$ cat src/rtl/wb_stage.sv
// Writeback stage: latches the execute/memory result bus, writes the register file,
// forwards pending write data, and queues one retirement record per instruction for the trace sink.
// Optional retired-instruction counter enabled by defining WB_INSTRET_EN.
module wb_stage #(
    parameter int ES_TO_WS_BUS_WD = 70,
    parameter int TRACE_DEPTH     = 4
) (
    input  logic                       clk,
    input  logic                       reset,
    input  logic                       es_to_ws_valid,
    input  logic [ES_TO_WS_BUS_WD-1:0] es_to_ws_bus,
    output logic                       ws_allowin,
    output logic                       rf_we,
    output logic [4:0]                 rf_waddr,
    output logic [31:0]                rf_wdata,
    output logic [36:0]                ws_forward_bus,
    output logic                       debug_valid,
    input  logic                       debug_ready,
    output logic [31:0]                debug_wb_pc,
    output logic [3:0]                 debug_wb_rf_we,
    output logic [4:0]                 debug_wb_rf_wnum,
    output logic [31:0]                debug_wb_rf_wdata,
    output logic [63:0]                instret
);

    localparam int PTR_W = $clog2(TRACE_DEPTH);
    localparam int CNT_W = PTR_W + 1;

    typedef struct packed {
        logic [31:0] pc;
        logic [3:0]  we;
        logic [4:0]  wnum;
        logic [31:0] wdata;
    } trace_t;

    logic                       ws_valid_q, ws_valid_d;
    logic [ES_TO_WS_BUS_WD-1:0] bus_q, bus_d;
    logic [PTR_W-1:0]           rd_ptr_q, rd_ptr_d;
    logic [PTR_W-1:0]           wr_ptr_q, wr_ptr_d;
    logic [CNT_W-1:0]           count_q, count_d;
    trace_t                     fifo_mem_q [TRACE_DEPTH];

    logic        gr_we;
    logic [4:0]  dest;
    logic [31:0] final_result;
    logic [31:0] pc;
    logic        writes_gpr;
    logic        fifo_full;
    logic        pop;
    logic        ws_ready_go;
    logic        retire;
    trace_t      push_entry;
    trace_t      head;

    assign gr_we        = bus_q[69];
    assign dest         = bus_q[68:64];
    assign final_result = bus_q[63:32];
    assign pc           = bus_q[31:0];
    assign writes_gpr   = gr_we && (dest != 5'd0);

    assign fifo_full   = (count_q == CNT_W'(TRACE_DEPTH));
    assign debug_valid = (count_q != '0);
    assign pop         = debug_valid && debug_ready;
    // A pop in the same cycle frees the slot the retiring instruction needs.
    assign ws_ready_go = !fifo_full || pop;
    assign ws_allowin  = !ws_valid_q || ws_ready_go;
    assign retire      = ws_valid_q && ws_ready_go;

    assign rf_we          = retire && writes_gpr;
    assign rf_waddr       = dest;
    assign rf_wdata       = final_result;
    assign ws_forward_bus = (ws_valid_q && writes_gpr) ? {final_result, dest} : 37'b0;

    assign push_entry = '{
        pc:    pc,
        we:    writes_gpr ? 4'hf : 4'h0,
        wnum:  writes_gpr ? dest : 5'd0,
        wdata: writes_gpr ? final_result : 32'd0
    };

    // Head data is gated so stale, never-reset storage cannot leak out when empty.
    assign head              = fifo_mem_q[rd_ptr_q];
    assign debug_wb_pc       = debug_valid ? head.pc    : 32'd0;
    assign debug_wb_rf_we    = debug_valid ? head.we    : 4'h0;
    assign debug_wb_rf_wnum  = debug_valid ? head.wnum  : 5'd0;
    assign debug_wb_rf_wdata = debug_valid ? head.wdata : 32'd0;

    always_comb begin
        // NOTE: every signal gets a default first so no path leaves it unassigned (no latch).
        ws_valid_d = ws_valid_q;
        bus_d      = bus_q;
        rd_ptr_d   = rd_ptr_q;
        wr_ptr_d   = wr_ptr_q;
        count_d    = count_q + CNT_W'(retire) - CNT_W'(pop);
        if (ws_allowin) begin
            ws_valid_d = es_to_ws_valid;
            if (es_to_ws_valid) begin
                bus_d = es_to_ws_bus;
            end
        end
        if (retire) begin
            wr_ptr_d = wr_ptr_q + PTR_W'(1);
        end
        if (pop) begin
            rd_ptr_d = rd_ptr_q + PTR_W'(1);
        end
    end

    // NOTE: state registers use non-blocking assignments so all flops update from pre-edge values.
    always_ff @(posedge clk or posedge reset) begin
        if (reset) begin
            ws_valid_q <= 1'b0;
            bus_q      <= '0;
            rd_ptr_q   <= '0;
            wr_ptr_q   <= '0;
            count_q    <= '0;
        end else begin
            ws_valid_q <= ws_valid_d;
            bus_q      <= bus_d;
            rd_ptr_q   <= rd_ptr_d;
            wr_ptr_q   <= wr_ptr_d;
            count_q    <= count_d;
        end
    end

    // NOTE: the storage array is deliberately not reset; validity is tracked by count_q alone.
    always_ff @(posedge clk) begin
        if (retire) begin
            fifo_mem_q[wr_ptr_q] <= push_entry;
        end
    end

`ifdef WB_INSTRET_EN
    logic [63:0] instret_q;

    always_ff @(posedge clk or posedge reset) begin
        if (reset) begin
            instret_q <= 64'd0;
        end else if (retire) begin
            instret_q <= instret_q + 64'd1;
        end
    end

    assign instret = instret_q;
`else
    assign instret = 64'b0;
`endif

endmodule

$ cat config.mk
export PLATFORM = sky130hd
export DESIGN_NAME = wb_stage
export DESIGN_NICKNAME = d
export VERILOG_FILES = /design/src/rtl/wb_stage.sv
export SDC_FILE = /design/constraint.sdc
export NUM_CORES = 1
export LEC_CHECK = 0
export ABC_AREA = 1
export ABC_CLOCK_PERIOD_IN_PS = 4100
export CAP_MARGIN = 30
export CORE_MARGIN = 4
export CORE_UTILIZATION = 48
export CTS_CLUSTER_SIZE = 40
export DETAILED_ROUTE_END_ITERATION = 10
export PLACE_DENSITY = 0.88
export SETUP_SLACK_MARGIN = 0.5
export SYNTH_ARGS = -nofsm -noshare
export SYNTH_HDL_FRONTEND = slang
export SYNTH_SLANG_ARGS = --single-unit
$ cat constraint.sdc
create_clock -name clk -period 4.1 [get_ports clk]
set_input_delay 0.41 -clock clk [delete_from_list [all_inputs] [get_ports clk]]
set_output_delay 0.41 -clock clk [all_outputs]
set_load 0.02 [all_outputs]
# Word level (Yosys, flattened, before mapping)

Memory sizes are Yosys's and may differ from the RTL's.
Cells that the tools add are included.

Flip-flop bits (word level): 78
RAM bits: 292
Input port bits: 74
Memories kept: 1

$add $sub $neg: 4
Eq/ne operators: 1
Multiplexer cells: 10
Reduce and logical (&&, ||, !) cells: 12

Memories:

| memory     | depth | width | read ports | clocked after Yosys merged registers in | write ports | line | source |
|---|---|---|---|---|---|---|---|
| fifo_mem_q | 4     | 73    | 1          | 0                                       | 1           | 41   | `trace_t fifo_mem_q [TRACE_DEPTH];` |

Operators by type and width:

| cell                | number |
|---|---|
| $mux 32             | 3 |
| $mux 37             | 1 |
| $mux 5              | 2 |
| $mux 4              | 2 |
| $logic_and 1x1->1   | 5 |
| $reduce_bool 5->1   | 1 |
| $add 2x1->2 const B | 2 |
| $add 3x1->3         | 1 |
| $eq 3x3->1 const B  | 1 |
| $reduce_bool 3->1   | 1 |
| $sub 3x1->3         | 1 |
| $logic_not 1->1     | 2 |
| $logic_or 1x1->1    | 2 |
| $mux 1              | 2 |
| $reduce_and 2->1    | 1 |

# Longest topological paths before layout

Gate-level depths: netlist of the first run.

Depth in word-level cells: 6
Depth in mapped cells: 10
Mapped depth without buffers: 10

# Worst setup path before layout of the first run

Ideal clock, no wire load.

Path type: reg2reg
Start point: register count_q[2]
End point: memory fifo_mem_q[0][0] (netlist bit) (enable)
Library setup time: 499 ps
Arrival: 3681 ps
Data required time: 3601 ps
Slack: -80 ps
Cell stages (with the launch flop): 6
Buffers on the path: 0
Period minus slack after synthesis: 4180 ps
Cells stage by stage: dfrtp_1 > inv_1 > nor2_2 > nand2_1 > nand2_1 > nor2_1

Word-level cells in the longest chain between the ends: 6

RTL lines:

| what                                                        | line   | source |
|---|---|---|
| start: declaration                                          | 40     | `logic [CNT_W-1:0] count_q, count_d;` |
| start signal: assignment                                    | 122    | `count_q <= count_d;` |
| $eq 3x3->1 / $reduce_bool 3->1 (equally long branches)      | 61, 62 |  |
| $logic_not 1->1 / $logic_and 1x1->1 (equally long branches) | 65, 63 |  |
| $logic_or 1x1->1 *                                          | 65     | `assign ws_ready_go = !fifo_full \|\| pop;` |
| $logic_and 1x1->1 *                                         | 67     | `assign retire = ws_valid_q && ws_ready_go;` |
| $mux 1 *                                                    | 128    | `if (retire) begin` |
| $mux 1 (implied by the code) *                              | 129    | `fifo_mem_q[wr_ptr_q] <= push_entry;` |
| end: declaration                                            | 41     |  |

Every way passes the cells marked *; elsewhere a longest branch is shown, timed or not.

# Worst setup path in the final report of the first run

Start point: register rd_ptr_q[0]
End point: output port debug_wb_rf_we[2]

Word-level cells in the longest chain between the ends: 2

RTL lines:

| what                     | line | source |
|---|---|---|
| start: declaration       | 38   | `logic [PTR_W-1:0] rd_ptr_q, rd_ptr_d;` |
| start signal: assignment | 120  | `rd_ptr_q <= rd_ptr_d;` |
| $mem_v2 4x73             | -    |  |
| $mux 4                   | 84   | `assign debug_wb_rf_we = debug_valid ? head.we : 4'h0;` |
| end: declaration         | 20   | `output logic [3:0] debug_wb_rf_we,` |

No other way between the ends.

==> flow_metrics.env, run 1 <==
export IMPL_p_leak_nw=8.53
export IMPL_dp_cells=2188
export IMPL_worstReg2RegEnd="count_q[1]"
export IMPL_dr_pass1_iters=9
export IMPL_hold_path_class="primary input to async pin"
export IMPL_r2r_worst_path_cells=9
export IMPL_setup_worst_path_end="debug_wb_rf_we[2]"
export IMPL_drive_gt1_frac=0.0562
export IMPL_start_kind="flip-flop"
export IMPL_drv_cap=0
export IMPL_rsz0062_at_grt="no"
export IMPL_path_common_cell="nand2_1"
export IMPL_synth_ff_type="edfxtp_1"
export IMPL_place_congestion=0.778
export IMPL_num_vias=11400
export IMPL_fin_crit_sh=0.826
export IMPL_maxSlewViolCount=0
export IMPL_port_buffers=223
export IMPL_cts_buffers=38
export IMPL_ys_warn_count=0
export IMPL_final_common_cell="nand2_1"
export IMPL_io_pins=288
export IMPL_p_per_area_mw_per_mm2=753
export IMPL_yosysSeqAreaShare=0.647
export IMPL_r2r_start="count_q[1]"
export IMPL_cp_top_family="buffers and inverters"
export IMPL_drcViolationCount=0
export IMPL_start_util=0.489
export IMPL_rows=66
export IMPL_path_cells="buf_4 -> nand2_1 -> nand2_1 -> nand2_1 -> a21oi_1 -> clkdlybuf4s50_1"
export IMPL_min_period_ns=3.39
export IMPL_critPathKind="flip-flop to output port"
export IMPL_overflow=0
export IMPL_synthArstFlopShare=0.218
export IMPL_ys_seq_elements=358
export IMPL_critPathMaxFanout=65
export IMPL_syn_area_per_cell_um2=9.87
export IMPL_clk_root_buffer_cell="clkbuf_16"
export IMPL_setup_ws_ns=0.713
export IMPL_grt_pass1_wl_um=60600
export IMPL_arrival_ns=2.98
export IMPL_setup_viol=0
export IMPL_worst_slew_pin_slew_ns=0.984
export IMPL_die_w_um=191
export IMPL_pre_cts_ws_ns=1.15
export IMPL_ctsHtreeMaxLevel=2
export IMPL_critPathCaptureType="output port"
export IMPL_status="completed"
export IMPL_syn_to_final_growth_pct=21.1
export IMPL_fin_skew_ns=0.0153
export IMPL_r2r_slack_ns=1.63
export IMPL_synth_edff_count=280
export IMPL_cp_slowest_cell="clkdlybuf4s50_1"
export IMPL_crit_start="rd_ptr_q[0]"
export IMPL_fillerInstances=2578
export IMPL_drt_wl_total_um=39800
export IMPL_multiInputGateArea_mm2=0.00397
export IMPL_cp_depth=6
export IMPL_dpl_hpwl_um=24300
export IMPL_core_area_mm2=0.0327
export IMPL_clock_latency_ns=0.51
export IMPL_drtIter0Drc=860
export IMPL_clockBufferDepth=3
export IMPL_fmax_ghz=0.295
export IMPL_num_nets_final=1867
export IMPL_grt_start_max_net_pins=77
export IMPL_dieArea_mm2=0.0363
export IMPL_synthDistinctLibCells=23
export IMPL_stdcell_count=2259
export IMPL_antenna_found_initial=1
export IMPL_clk_pin_slew_ns=0.06
export IMPL_required_ns=3.69
export IMPL_synthCells=1621
export IMPL_hold_viol=0
export IMPL_synthesis_area_mm2=0.0160
export IMPL_path_buf_inv=2
export IMPL_cts_sinks=358
export IMPL_grt_pass1_vias=11500
export IMPL_cts_tree="done"
export IMPL_die_y_um=191
export IMPL_critPathMaxStageDelay_ns=0.73
export IMPL_ir_drop_v=0.000712
export IMPL_slew_headroom=0.343
export IMPL_wl_per_cell_um=17.6
export IMPL_final_antenna_net_count=0
export IMPL_viasPerCell=5.07
export IMPL_layout_common_cells="nand2_1, edfxtp_1, clkdlybuf4s50_1, inv_1, nand3_1"
export IMPL_regArea_mm2=0.0104
export IMPL_grtUsageTotal=0.212
## area by class of cell
class	instances	share of cell area
diodes	1	0.000129
clock buffers	49	0.0555
clock inverters	21	0.0116
inverters	194	0.0379
multi-input cells	946	0.205
flip-flops and latches	358	0.535
well taps	442	0.0285
repair buffers	248	0.127
## logic make-up (layout without fill, tap and decap cells)
family / count (synthesis) / in the layout / share of synthesized area
AND/OR/NAND/NOR: 800 / 800 / 0.201
buffers and inverters: 380 / 512 / 0.122
flip-flops: 358 / 358 / 0.647
AO/OA/AOI/OAI: 71 / 71 / 0.0222
adder cells (fa/ha/maj): 7 / 7 / 0.00594
XOR/XNOR: 4 / 4 / 0.00219
other: 1 / 65 / 0.000234
## per-layer routing
metal / part of all wire / routed length, µm / up-vias / track usage
li1: - / - / 5308 / -
met1: 0.38 / 15100 / 5501 / 0.260
met2: 0.51 / 20300 / 547 / 0.372
met3: 0.079 / 3140 / 92 / 0.0443
met4: 0.031 / 1240 / 0 / 0.0787
met5: 0 / 0 / - / 0
## Yosys cell counts, types with 2 or more instances
cell type / number / area [µm²]
nor2_1: 79 / 297
nand3_1: 143 / 716
buf_4: 109 / 818
clkbuf_1: 17 / 63.8
buf_6: 7 / 78.8
inv_2: 3 / 11.3
buf_1: 7 / 26.3
nand2_1: 573 / 2150
dfrtp_1: 78 / 1950
buf_2: 46 / 230
inv_1: 191 / 717
a21oi_1: 70 / 350
edfxtp_1: 280 / 8410
ha_1: 6 / 75.1
xnor2_1: 3 / 26.3
nor2_2: 2 / 12.5
## worst min path at each step
stage               startpoint        end  slack [ns]  cells past startpoint
floorplan            bus_q[32]  bus_q[32]        0.46                      2
global placement     bus_q[42]  bus_q[42]        0.48                      2
detailed placement   bus_q[41]  bus_q[41]        0.48                      2
CTS                      reset  bus_q[20]        0.29                      2
global route             reset  bus_q[20]        0.30                      2
finish                   reset  bus_q[20]        0.29                      2
## repair_timing
action                                 CTS  global route
hold buffers                             0             0
gates resized for setup                  0             1
endpoints found under the hold margin    0             0
buffers inserted                         0             0
setup endpoints to repair                0            15
## registers in the layout, indices dropped and copies added (netlist names)
name / count
bus_q: 70
count_q: 3
fifo_mem_q: 280
rd_ptr_q: 2
wr_ptr_q: 2
ws_valid_q: 1
## power breakdown
| group | switching [W] | internal [W] | total (W) |
|---|---|---|---|
| Combinational | 0.00383 | 0.00214 | 0.00597 |
| Clock | 0.00138 | 0.00212 | 0.00351 |
| Sequential | 0.000283 | 0.00484 | 0.00512 |
| Total | 0.00549 | 0.00910 | 0.0146 |
## through the flow
step / total power [W] / area, µm² / setup TNS, ns / util / hold WS (ns)
finish: 0.0146 / 19400 / 0 / 0.593 / 0.289
global route: 0.0154 / 19400 / 0 / 0.593 / 0.300
CTS: 0.0147 / 19400 / 0 / 0.593 / 0.290
detailed placement: 0.0111 / 18100 / 0 / 0.553 / 0.481
global placement: 0.0109 / 18100 / 0 / 0.552 / 0.478
floorplan: 0.00880 / 16200 / -22.27 / - / 0.464
No activity file was read; power rests on OpenSTA's default activity.
==> run 2: changes to the inputs <==
Settings changed: ABC_CLOCK_PERIOD_IN_PS 4100 to 2900.
Clock period 4.1 ns to 2.9 ns, I/O delays scaled along.
==> flow_metrics.env, run 2 (same netlist as run 1, synthesis figures left out) <==
export IMPL_status="completed"
export IMPL_cts_tree="done"
export IMPL_drive_gt1_frac=0.114
export IMPL_path_buf_inv=2
export IMPL_setup_viol=0
export IMPL_cts_buffers=36
export IMPL_fin_util=0.594
export IMPL_p_leak_nw=8.81
export IMPL_path_cells="clkbuf_16 -> nand2_1 -> nand3_1 -> a21oi_1 -> dlygate4sd2_1"
export IMPL_start_util=0.489
export IMPL_fin_skew_ns=0.0210
export IMPL_largest_reg_flops=280
export IMPL_place_congestion=0.841
export IMPL_core_area_mm2=0.0327
export IMPL_finalPower_w=0.0201
export IMPL_slew_headroom=0.616
export IMPL_rows=66
export IMPL_clk_pin_slew_ns=0.06
export IMPL_worstReg2RegEnd="count_q[1]"
export IMPL_arrival_ns=2.11
export IMPL_drv_cap=0
export IMPL_critPathKind="flip-flop to output port"
export IMPL_hold_path_class="primary input to async pin"
export IMPL_maxSlewViolCount=0
export IMPL_viasPerCell=5.02
export IMPL_reg_largest_list="fifo_mem_q (280), bus_q (70), count_q (3)"
export IMPL_clk_root_buffer_cell="clkbuf_16"
export IMPL_r2r_slack_ns=0.71
export IMPL_drtIter0Drc=944
export IMPL_grt_pass1_wl_um=61000
export IMPL_critPathCaptureType="output port"
export IMPL_drcViolationCount=0
export IMPL_dieArea_mm2=0.0363
export IMPL_hold_viol=0
export IMPL_clock_latency_ns=0.51
export IMPL_critPathMaxStageDelay_ns=0.56
export IMPL_die_w_um=191
export IMPL_tns_ns=0
export IMPL_fmax_ghz=0.417
export IMPL_final_common_cell="nand2_1"
export IMPL_grtUsageTotal=0.214
export IMPL_seqPwrFrac=0.361
export IMPL_port_buffers=223
export IMPL_clockBufferDepth=3
export IMPL_p_per_area_mw_per_mm2=1040
export IMPL_final_antenna_net_count=0
export IMPL_start_kind="flip-flop"
export IMPL_rsz0062_at_grt="yes"
export IMPL_power_switching_w=0.00794
export IMPL_largest_register="fifo_mem_q"
export IMPL_layout_common_cells="nand2_1, edfxtp_1, inv_1, nand3_1, clkdlybuf4s50_1"
export IMPL_cp_slowest_cell="dfrtp_4"
export IMPL_required_ns=2.61
export IMPL_critPathMaxFanout=44
export IMPL_num_nets_final=1884
export IMPL_drt_wl_total_um=40800
export IMPL_p_int_w=0.0122
export IMPL_combPwrFrac=0.421
export IMPL_overflow=0
export IMPL_cp_top_family="buffers and inverters"
export IMPL_r2r_start="count_q[1]"
export IMPL_setup_ws_ns=0.504
export IMPL_grt_pass1_vias=11400
export IMPL_dpl_hpwl_um=24700
export IMPL_num_vias=11400
export IMPL_syn_to_final_growth_pct=21.3
export IMPL_die_y_um=191
export IMPL_min_period_ns=2.40
export IMPL_swShare=0.394
export IMPL_io_pins=288
export IMPL_cts_sinks=358
export IMPL_grt_start_max_net_pins=89
export IMPL_ctsHtreeMaxLevel=2
export IMPL_antenna_found_initial=1
export IMPL_fin_crit_sh=0.826
export IMPL_hold_buffers=0
export IMPL_r2r_worst_path_cells=10
export IMPL_ir_drop_v=0.000543
export IMPL_dr_pass1_iters=6
export IMPL_hold_ws_ns=0.131
export IMPL_pre_cts_ws_ns=0.414
export IMPL_wl_per_cell_um=18.0
export IMPL_worst_slew_pin_slew_ns=0.575
export IMPL_clock_power_share=0.218
==> run 2: changes by cell type in the layout (fill, tap and decap cells not counted), moves of 4 or more <==
cell	change
a21oi_2	+11
buf_4	+4
clkdlybuf4s50_1	-110
clkbuf_2	+53
a21oi_1	-13
buf_12	+15
clkdlybuf4s15_2	+4
dlymetal6s2s_1	+6
dlygate4sd2_1	+17
buf_6	+5
clkdlybuf4s15_1	+12
inv_6	-4
buf_2	+7
==> run 2: power groups by stage <==
stage / logic (W) / registers [W] / clock network, W
after floorplan: 0.00517 / 0.00724 / 0
after global placement: 0.00846 / 0.00728 / 0
after detailed placement: 0.00865 / 0.00734 / 0
after CTS: 0.00839 / 0.00726 / 0.00443
after global routing: 0.00921 / 0.00737 / 0.00467
final: 0.00849 / 0.00727 / 0.00438
==> run 2: worst max path at each step <==
stage	start	endpoint	slack (ns)	cells past startpoint
5_1_grt	rd_ptr_q[0]	debug_wb_rf_we[3]	0.42	7
6_report	rd_ptr_q[0]	debug_wb_rf_wdata[21]	0.50	5
2_1_floorplan	count_q[2]	fifo_mem_q[0][0]	-0.15	5
3_3_place_gp	rd_ptr_q[0]	debug_wb_pc[7]	0.49	7
4_1_cts	rd_ptr_q[0]	debug_wb_pc[9]	0.25	5
3_5_place_dp	rd_ptr_q[0]	debug_wb_pc[21]	0.41	7
==> run 2: final cells by class <==
class | instances | area [µm²]
antenna | 1 | 2.50
clock buffer | 46 | 990
clock inverter | 18 | 126
fill | 2567 | 13300
inverter | 194 | 746
multi-input combinational | 946 | 4060
sequential | 358 | 10400
tap | 442 | 553
timing repair buffer | 267 | 2570
==> run 2: metal layers <==
layer | track usage | wire length [µm] | up-vias
met5 | 0 | 0 | -
li1 | - | - | 5348
met1 | 0.264 | 15200 | 5392
met4 | 0.0804 | 1290 | 0
met3 | 0.0372 | 3550 | 90
met2 | 0.378 | 20700 | 571
==> run 2: through the flow <==
stage          area, µm²  instances
6_report           19400       2272
5_1_grt            19400       2272
4_1_cts            19400       2262
3_5_place_dp       18300       2196
3_3_place_gp       18300       2196
2_1_floorplan      16300       1684
==> run 2: timing repair <==
action / 4_1_cts / 5_1_grt
setup endpoints to repair: 109 / 101
cloned: 0 / 5
pin swaps: 1 / 2
buffers inserted: 2 / 4
gates resized for setup: 148 / 143
